[src/rtl/key_expansion_seq.sv]
// key_expansion_seq
//   Iterative AES-128 key schedule. Expands a 128-bit cipher key into the
//   44-word schedule used by the cipher datapath, one 32-bit word per clock.
//
// Ports
//   clk        system clock, all state changes on the rising edge
//   rst        synchronous active-high reset
//   start      request expansion of key (accepted in IDLE or DONE only)
//   key        cipher key [0:127], bit 0 = MSB of byte 0; sampled on the accepted start edge
//   words      schedule [0:1407], word i at [32*i +: 32], round key r at [128*r +: 128]
//   busy       high while words 4..43 are being computed
//   key_valid  high once all 44 words are final; held until next start or rst
//   word_idx   index of the next word to be computed (debug)
module key_expansion_seq #(
    parameter int NK = 4,
    parameter int NR = 10
) (
    input  logic                       clk,
    input  logic                       rst,
    input  logic                       start,
    input  logic [0:32*NK-1]           key,
    output logic [0:32*NK*(NR+1)-1]    words,
    output logic                       busy,
    output logic                       key_valid,
    output logic [5:0]                 word_idx
);

    localparam int NWORDS = NK * (NR + 1);
    localparam int WBITS  = 32 * NWORDS;

    typedef enum logic [1:0] {
        IDLE,
        EXPAND,
        DONE
    } state_t;

    localparam logic [7:0] SBOX [0:255] = '{
        8'h63, 8'h7c, 8'h77, 8'h7b, 8'hf2, 8'h6b, 8'h6f, 8'hc5, 8'h30, 8'h01, 8'h67, 8'h2b, 8'hfe, 8'hd7, 8'hab, 8'h76,
        8'hca, 8'h82, 8'hc9, 8'h7d, 8'hfa, 8'h59, 8'h47, 8'hf0, 8'had, 8'hd4, 8'ha2, 8'haf, 8'h9c, 8'ha4, 8'h72, 8'hc0,
        8'hb7, 8'hfd, 8'h93, 8'h26, 8'h36, 8'h3f, 8'hf7, 8'hcc, 8'h34, 8'ha5, 8'he5, 8'hf1, 8'h71, 8'hd8, 8'h31, 8'h15,
        8'h04, 8'hc7, 8'h23, 8'hc3, 8'h18, 8'h96, 8'h05, 8'h9a, 8'h07, 8'h12, 8'h80, 8'he2, 8'heb, 8'h27, 8'hb2, 8'h75,
        8'h09, 8'h83, 8'h2c, 8'h1a, 8'h1b, 8'h6e, 8'h5a, 8'ha0, 8'h52, 8'h3b, 8'hd6, 8'hb3, 8'h29, 8'he3, 8'h2f, 8'h84,
        8'h53, 8'hd1, 8'h00, 8'hed, 8'h20, 8'hfc, 8'hb1, 8'h5b, 8'h6a, 8'hcb, 8'hbe, 8'h39, 8'h4a, 8'h4c, 8'h58, 8'hcf,
        8'hd0, 8'hef, 8'haa, 8'hfb, 8'h43, 8'h4d, 8'h33, 8'h85, 8'h45, 8'hf9, 8'h02, 8'h7f, 8'h50, 8'h3c, 8'h9f, 8'ha8,
        8'h51, 8'ha3, 8'h40, 8'h8f, 8'h92, 8'h9d, 8'h38, 8'hf5, 8'hbc, 8'hb6, 8'hda, 8'h21, 8'h10, 8'hff, 8'hf3, 8'hd2,
        8'hcd, 8'h0c, 8'h13, 8'hec, 8'h5f, 8'h97, 8'h44, 8'h17, 8'hc4, 8'ha7, 8'h7e, 8'h3d, 8'h64, 8'h5d, 8'h19, 8'h73,
        8'h60, 8'h81, 8'h4f, 8'hdc, 8'h22, 8'h2a, 8'h90, 8'h88, 8'h46, 8'hee, 8'hb8, 8'h14, 8'hde, 8'h5e, 8'h0b, 8'hdb,
        8'he0, 8'h32, 8'h3a, 8'h0a, 8'h49, 8'h06, 8'h24, 8'h5c, 8'hc2, 8'hd3, 8'hac, 8'h62, 8'h91, 8'h95, 8'he4, 8'h79,
        8'he7, 8'hc8, 8'h37, 8'h6d, 8'h8d, 8'hd5, 8'h4e, 8'ha9, 8'h6c, 8'h56, 8'hf4, 8'hea, 8'h65, 8'h7a, 8'hae, 8'h08,
        8'hba, 8'h78, 8'h25, 8'h2e, 8'h1c, 8'ha6, 8'hb4, 8'hc6, 8'he8, 8'hdd, 8'h74, 8'h1f, 8'h4b, 8'hbd, 8'h8b, 8'h8a,
        8'h70, 8'h3e, 8'hb5, 8'h66, 8'h48, 8'h03, 8'hf6, 8'h0e, 8'h61, 8'h35, 8'h57, 8'hb9, 8'h86, 8'hc1, 8'h1d, 8'h9e,
        8'he1, 8'hf8, 8'h98, 8'h11, 8'h69, 8'hd9, 8'h8e, 8'h94, 8'h9b, 8'h1e, 8'h87, 8'he9, 8'hce, 8'h55, 8'h28, 8'hdf,
        8'h8c, 8'ha1, 8'h89, 8'h0d, 8'hbf, 8'he6, 8'h42, 8'h68, 8'h41, 8'h99, 8'h2d, 8'h0f, 8'hb0, 8'h54, 8'hbb, 8'h16
    };

    function automatic logic [31:0] sub_word(input logic [31:0] w);
        return {SBOX[w[31:24]], SBOX[w[23:16]], SBOX[w[15:8]], SBOX[w[7:0]]};
    endfunction

    // Round constant indexed by i/4, i.e. word_idx[5:2].
    function automatic logic [7:0] rcon(input logic [3:0] r);
        case (r)
            4'd1:    return 8'h01;
            4'd2:    return 8'h02;
            4'd3:    return 8'h04;
            4'd4:    return 8'h08;
            4'd5:    return 8'h10;
            4'd6:    return 8'h20;
            4'd7:    return 8'h40;
            4'd8:    return 8'h80;
            4'd9:    return 8'h1b;
            4'd10:   return 8'h36;
            default: return 8'h00;
        endcase
    endfunction

    state_t              state_q, state_d;
    logic [0:WBITS-1]    words_q, words_d;
    logic                busy_q, busy_d;
    logic                key_valid_q, key_valid_d;
    logic [5:0]          word_idx_q, word_idx_d;

    int unsigned         widx;
    logic [31:0]         prev_w;
    logic [31:0]         back_w;
    logic [31:0]         rot_w;
    logic [31:0]         temp_w;
    logic [31:0]         new_w;

    // Datapath for the word at word_idx. The index is clamped into 4..43 so
    // the part-selects stay in range when the FSM is not expanding.
    always_comb begin
        widx = 32'd4;
        if (word_idx_q >= 6'd4 && word_idx_q < 6'(NWORDS)) begin
            widx = 32'(word_idx_q);
        end
        prev_w = words_q[32*(widx-1) +: 32];
        back_w = words_q[32*(widx-4) +: 32];
        rot_w  = {prev_w[23:0], prev_w[31:24]};
        temp_w = prev_w;
        if (word_idx_q[1:0] == 2'b00) begin
            temp_w = sub_word(rot_w) ^ {rcon(word_idx_q[5:2]), 24'h0};
        end
        new_w = back_w ^ temp_w;
    end

    always_comb begin
        state_d     = state_q;
        words_d     = words_q;
        busy_d      = busy_q;
        key_valid_d = key_valid_q;
        word_idx_d  = word_idx_q;

        case (state_q)
            IDLE, DONE: begin
                if (start) begin
                    words_d           = '0;
                    words_d[0 +: 128] = key;
                    word_idx_d        = 6'd4;
                    busy_d            = 1'b1;
                    key_valid_d       = 1'b0;
                    state_d           = EXPAND;
                end
            end
            EXPAND: begin
                words_d[32*widx +: 32] = new_w;
                word_idx_d             = word_idx_q + 6'd1;
                if (word_idx_q == 6'(NWORDS - 1)) begin
                    busy_d      = 1'b0;
                    key_valid_d = 1'b1;
                    state_d     = DONE;
                end
            end
            default: begin
                state_d = IDLE;
            end
        endcase
    end

    always_ff @(posedge clk) begin
        if (rst) begin
            state_q     <= IDLE;
            words_q     <= '0;
            busy_q      <= 1'b0;
            key_valid_q <= 1'b0;
            word_idx_q  <= '0;
        end else begin
            state_q     <= state_d;
            words_q     <= words_d;
            busy_q      <= busy_d;
            key_valid_q <= key_valid_d;
            word_idx_q  <= word_idx_d;
        end
    end

    assign words     = words_q;
    assign busy      = busy_q;
    assign key_valid = key_valid_q;
    assign word_idx  = word_idx_q;

endmodule

[config.mk]
export PLATFORM = sky130hd
export DESIGN_NAME = key_expansion_seq
export DESIGN_NICKNAME = d
export VERILOG_FILES = /design/src/rtl/key_expansion_seq.sv
export SDC_FILE = /design/constraint.sdc
export NUM_CORES = 2
export LEC_CHECK = 0
export CELL_PAD_IN_SITES_DETAIL_PLACEMENT = 0
export CELL_PAD_IN_SITES_GLOBAL_PLACEMENT = 1
export CORE_AREA = 2 2 608 610
export DETAILED_ROUTE_END_ITERATION = 8
export DIE_AREA = 0 0 610 612
export PLACE_DENSITY = 0.63
export REMOVE_ABC_BUFFERS = 1
export SYNTH_ARGS = -nofsm -noshare
export SYNTH_HDL_FRONTEND = slang
export SYNTH_SLANG_ARGS = --single-unit
[constraint.sdc]
create_clock -name clk -period 9.69 [get_ports clk]
set_input_delay 0.969 -clock clk [delete_from_list [all_inputs] [get_ports clk]]
set_output_delay 0.969 -clock clk [all_outputs]
set_load 0.02 [all_outputs]
==> results.yml <==
status:
  status: "finished, violations left"
  violations: "max-capacitance violations, max-slew violations, negative setup slack"
cells_and_area:
  syn2layout_area_growth_pct: 37.40
  layout-drive-gt1-share_pct: 13.09
  finalNonFillerCells: 17200
  final_core_util_pct: 31.27
  layout.nets: 12360
  layout_common_cells: "nand2_1, clkdlybuf4s50_1, dfxtp_1"
  final_common_cell: "nand2_1"
  design_area_um2: 114800
routing:
  dr.pass1.iters: 7
  num_vias: 113600
  ant_nets: 0
  first_iter_violations: 18780
  drt-total-wl_um: 855600
  drc: 0
  wl_per_cell_um: 49.73
  via_per_inst: 6.601
worst_setup_path:
  path_delay_family: "compound AO/OA/AOI/OAI gates"
  setup.worst_path.end_class: "flop"
  crit_chain: "buf_4, inv_2, o211ai_4, buf_12, buf_4, o22ai_1, nor3_1, a211o_1, nand3_1, nor2_2, buf_4, ha_1, buf_4, nand2_1, o21ai_0, o21ai_0, o21ai_0, buf_4, a41oi_1, a311oi_1, a21oi_1, xnor2_2, buf_12, o21ai_0"
  cp_max_fo: 45
  worst-path-buf-inv: 8
  cp_data_required_time_ps: 10440
  crit_top_cell: "buf_4"
  critical_path_arrival_ps: 10470
  max_stage_delay_ps: 1020
  critPathLaunchType: "flop"
  cp_slowest_cell: "a311oi_1"
  crit_type: "flop to flop"
floorplanning:
  io_pins: 1547
  core_um2: 367200
  die_y_um: 612
  core.rowCount: 223
  initial_core_util_pct: 22.76
  dieArea_um2: 373300
  die_x_um: 610
sta:
  final-hold-violation-count: 0
  fmax_ghz: 0.1029
  finalSetupViolations: 6
  worst_slew_pin_slew_ps: 1604
  slew_violations: 6
  fin_crit_ps: 9722
  setup_tns_ps: -87.35
  final.period_utilization_pct: 100.3
  whs_ps: 463.2
  rsz0062_at_grt: "no"
  clock_skew_ps: 91.50
  fin_ws_ps: -31.62
  slew_headroom_pct: -7.776
logic_synthesis:
  synth_cell_types: 129
  syn_area_um2: 83580
  synthArstFlopShare_pct: 0
  ys_ff_latch: 1426
  seq_area_frac_synth_pct: 34.16
  synth_flop_cell: "dfxtp_1"
  avgSynthCellArea_um2: 7.734
  ys_warn_count: 0
  synth_cells: 10810
  synth_edf_count: 0
pwr:
  leakagePower_nw: 38.52
  vdd_drop_max_mv: 0.1585
  pwr-share-clk_pct: 37.3
  comb_power_share_pct: 31.9
  swShare_pct: 40.56
  seq_power_share_pct: 30.7
  p_per_area_nw_per_um2: 170.5
  p_total_mw: 19.58
  power_switching_mw: 7.940
  p_int_mw: 11.64
global_route:
  first_global_vias: 102100
  track_usage_pct: 43.46
  grt-ovfl-total: 0
  antenna_found_initial: 89
  grt_pass1_wl_um: 1091000
  grt_max_degree: 89
place:
  pre_cts_ws_ps: 682.1
  place_congestion: 1.059
  hpwl_um: 643000
  port_buffers: 1546
  post_dp_cell_area_um2: 108600
  place_inst: 16830
clock_tree:
  cts_root_buf: "clkbuf_16"
  hold_buffers: 0
  clock-sinks: 1426
  clockBufferDepth: 4
  cts_buffers: 181
  worstSkewPairLatency_ps: 990
  cts.clk_slew.worst_paths_ps: 60
  cts_tree: "yes"
  postCtsSetupBuffers: 0
  ctsResizeCount: 0
  htree_levels: 4
hold_path:
  min_path_type: "flop to flop"
job:
  max_cap_viol_count: 5
## synthesized netlist by cell type, types with 29 or more instances
| library cell | count | area share [%] |
|---|---|---|
| a2111oi_0 | 85 | 0.89 |
| a211o_1 | 47 | 0.49 |
| a211oi_1 | 114 | 1.0 |
| a21oi_1 | 588 | 3.5 |
| a221oi_1 | 50 | 0.52 |
| a22o_1 | 452 | 4.7 |
| a22oi_1 | 35 | 0.31 |
| a311oi_1 | 51 | 0.53 |
| a31oi_1 | 128 | 0.96 |
| and3_1 | 38 | 0.28 |
| buf_1 | 94 | 0.42 |
| buf_2 | 384 | 2.3 |
| buf_4 | 111 | 1.0 |
| buf_6 | 56 | 0.75 |
| clkbuf_1 | 560 | 2.5 |
| dfxtp_1 | 1426 | 34 |
| ha_1 | 50 | 0.75 |
| inv_1 | 62 | 0.28 |
| mux2_2 | 97 | 1.3 |
| mux2i_1 | 150 | 1.8 |
| nand2_1 | 1711 | 7.7 |
| nand2b_1 | 29 | 0.22 |
| nand3_1 | 216 | 1.3 |
| nand4_1 | 32 | 0.24 |
| nor2_1 | 520 | 2.3 |
| nor3_1 | 354 | 2.1 |
| o211ai_1 | 101 | 0.91 |
| o21ai_0 | 853 | 5.1 |
| o21ai_1 | 162 | 0.97 |
| o21ai_2 | 45 | 0.47 |
| o221ai_1 | 292 | 3.1 |
| o22ai_1 | 971 | 7.3 |
| o311ai_0 | 81 | 0.85 |
| o31ai_1 | 58 | 0.52 |
| or3_1 | 101 | 0.76 |
| xnor2_1 | 41 | 0.43 |
## cells by family after synthesis
kind of cell    after synthesis  synth area share, %
flops                      1426                34.16
simple gates               3179                16.58
xor+xnor                     61               0.6752
mux                         251                3.184
buf+inv                    1282                7.345
compound gates             4556                37.30
fa+ha+maj                    51               0.7605
## sequential cells by signal, indices dropped and copies added, names as in the netlist, named ones only
register / cells
word_idx: 6
state_q: 2
busy: 1
words: 1408
key_valid: 1
## power groups by stage
stage,Clock [mW],Combinational (mW),Sequential (mW)
CTS,7.29,5.94,6.01
finish,7.31,6.25,6.02
floorplan,0,2.16,6.17
global placement,0,6.01,6.14
detailed placement,0,5.93,6.14
global route,7.51,6.15,6.02
## per-layer routing
layer  wire length [um]  GRT usage [%]  vias up
met4              97310          39.83       39
met1             307100          50.51    57090
li1                   -              -    44030
met2             342100          61.61     9892
met5                558         0.3874        -
met3             108500          16.14     2515
## final timing paths
check / startpoint / end / slack [ps] / cells past startpoint
min: key_valid$_SDFFE_PP0P_ / key_valid$_SDFFE_PP0P_ / 460 / 2
max reg2reg: word_idx[5]$_SDFFE_PP0P_ / words[181]$_SDFFE_PP0P_ / -30 / 24
min reg2reg: key_valid$_SDFFE_PP0P_ / key_valid$_SDFFE_PP0P_ / 460 / 2
max: word_idx[5]$_SDFFE_PP0P_ / words[181]$_SDFFE_PP0P_ / -30 / 24
## area by class of cell
type,count,area [um^2]
fill,39360,252400
multi-input combinational,8098,50560
sequential,1426,28560
timing repair buffer,2396,23130
tap,4837,6052
clock buffer,264,5241
clock inverter,60,860.8
inverter,76,305.3
antenna,47,117.6
## tightest hold or removal path, stage by stage, from the launching register on
cell and delay, ps:
dfxtp_1 310, nand2_1 50, a21oi_1 50
Power figures use the tool's default switching activity.
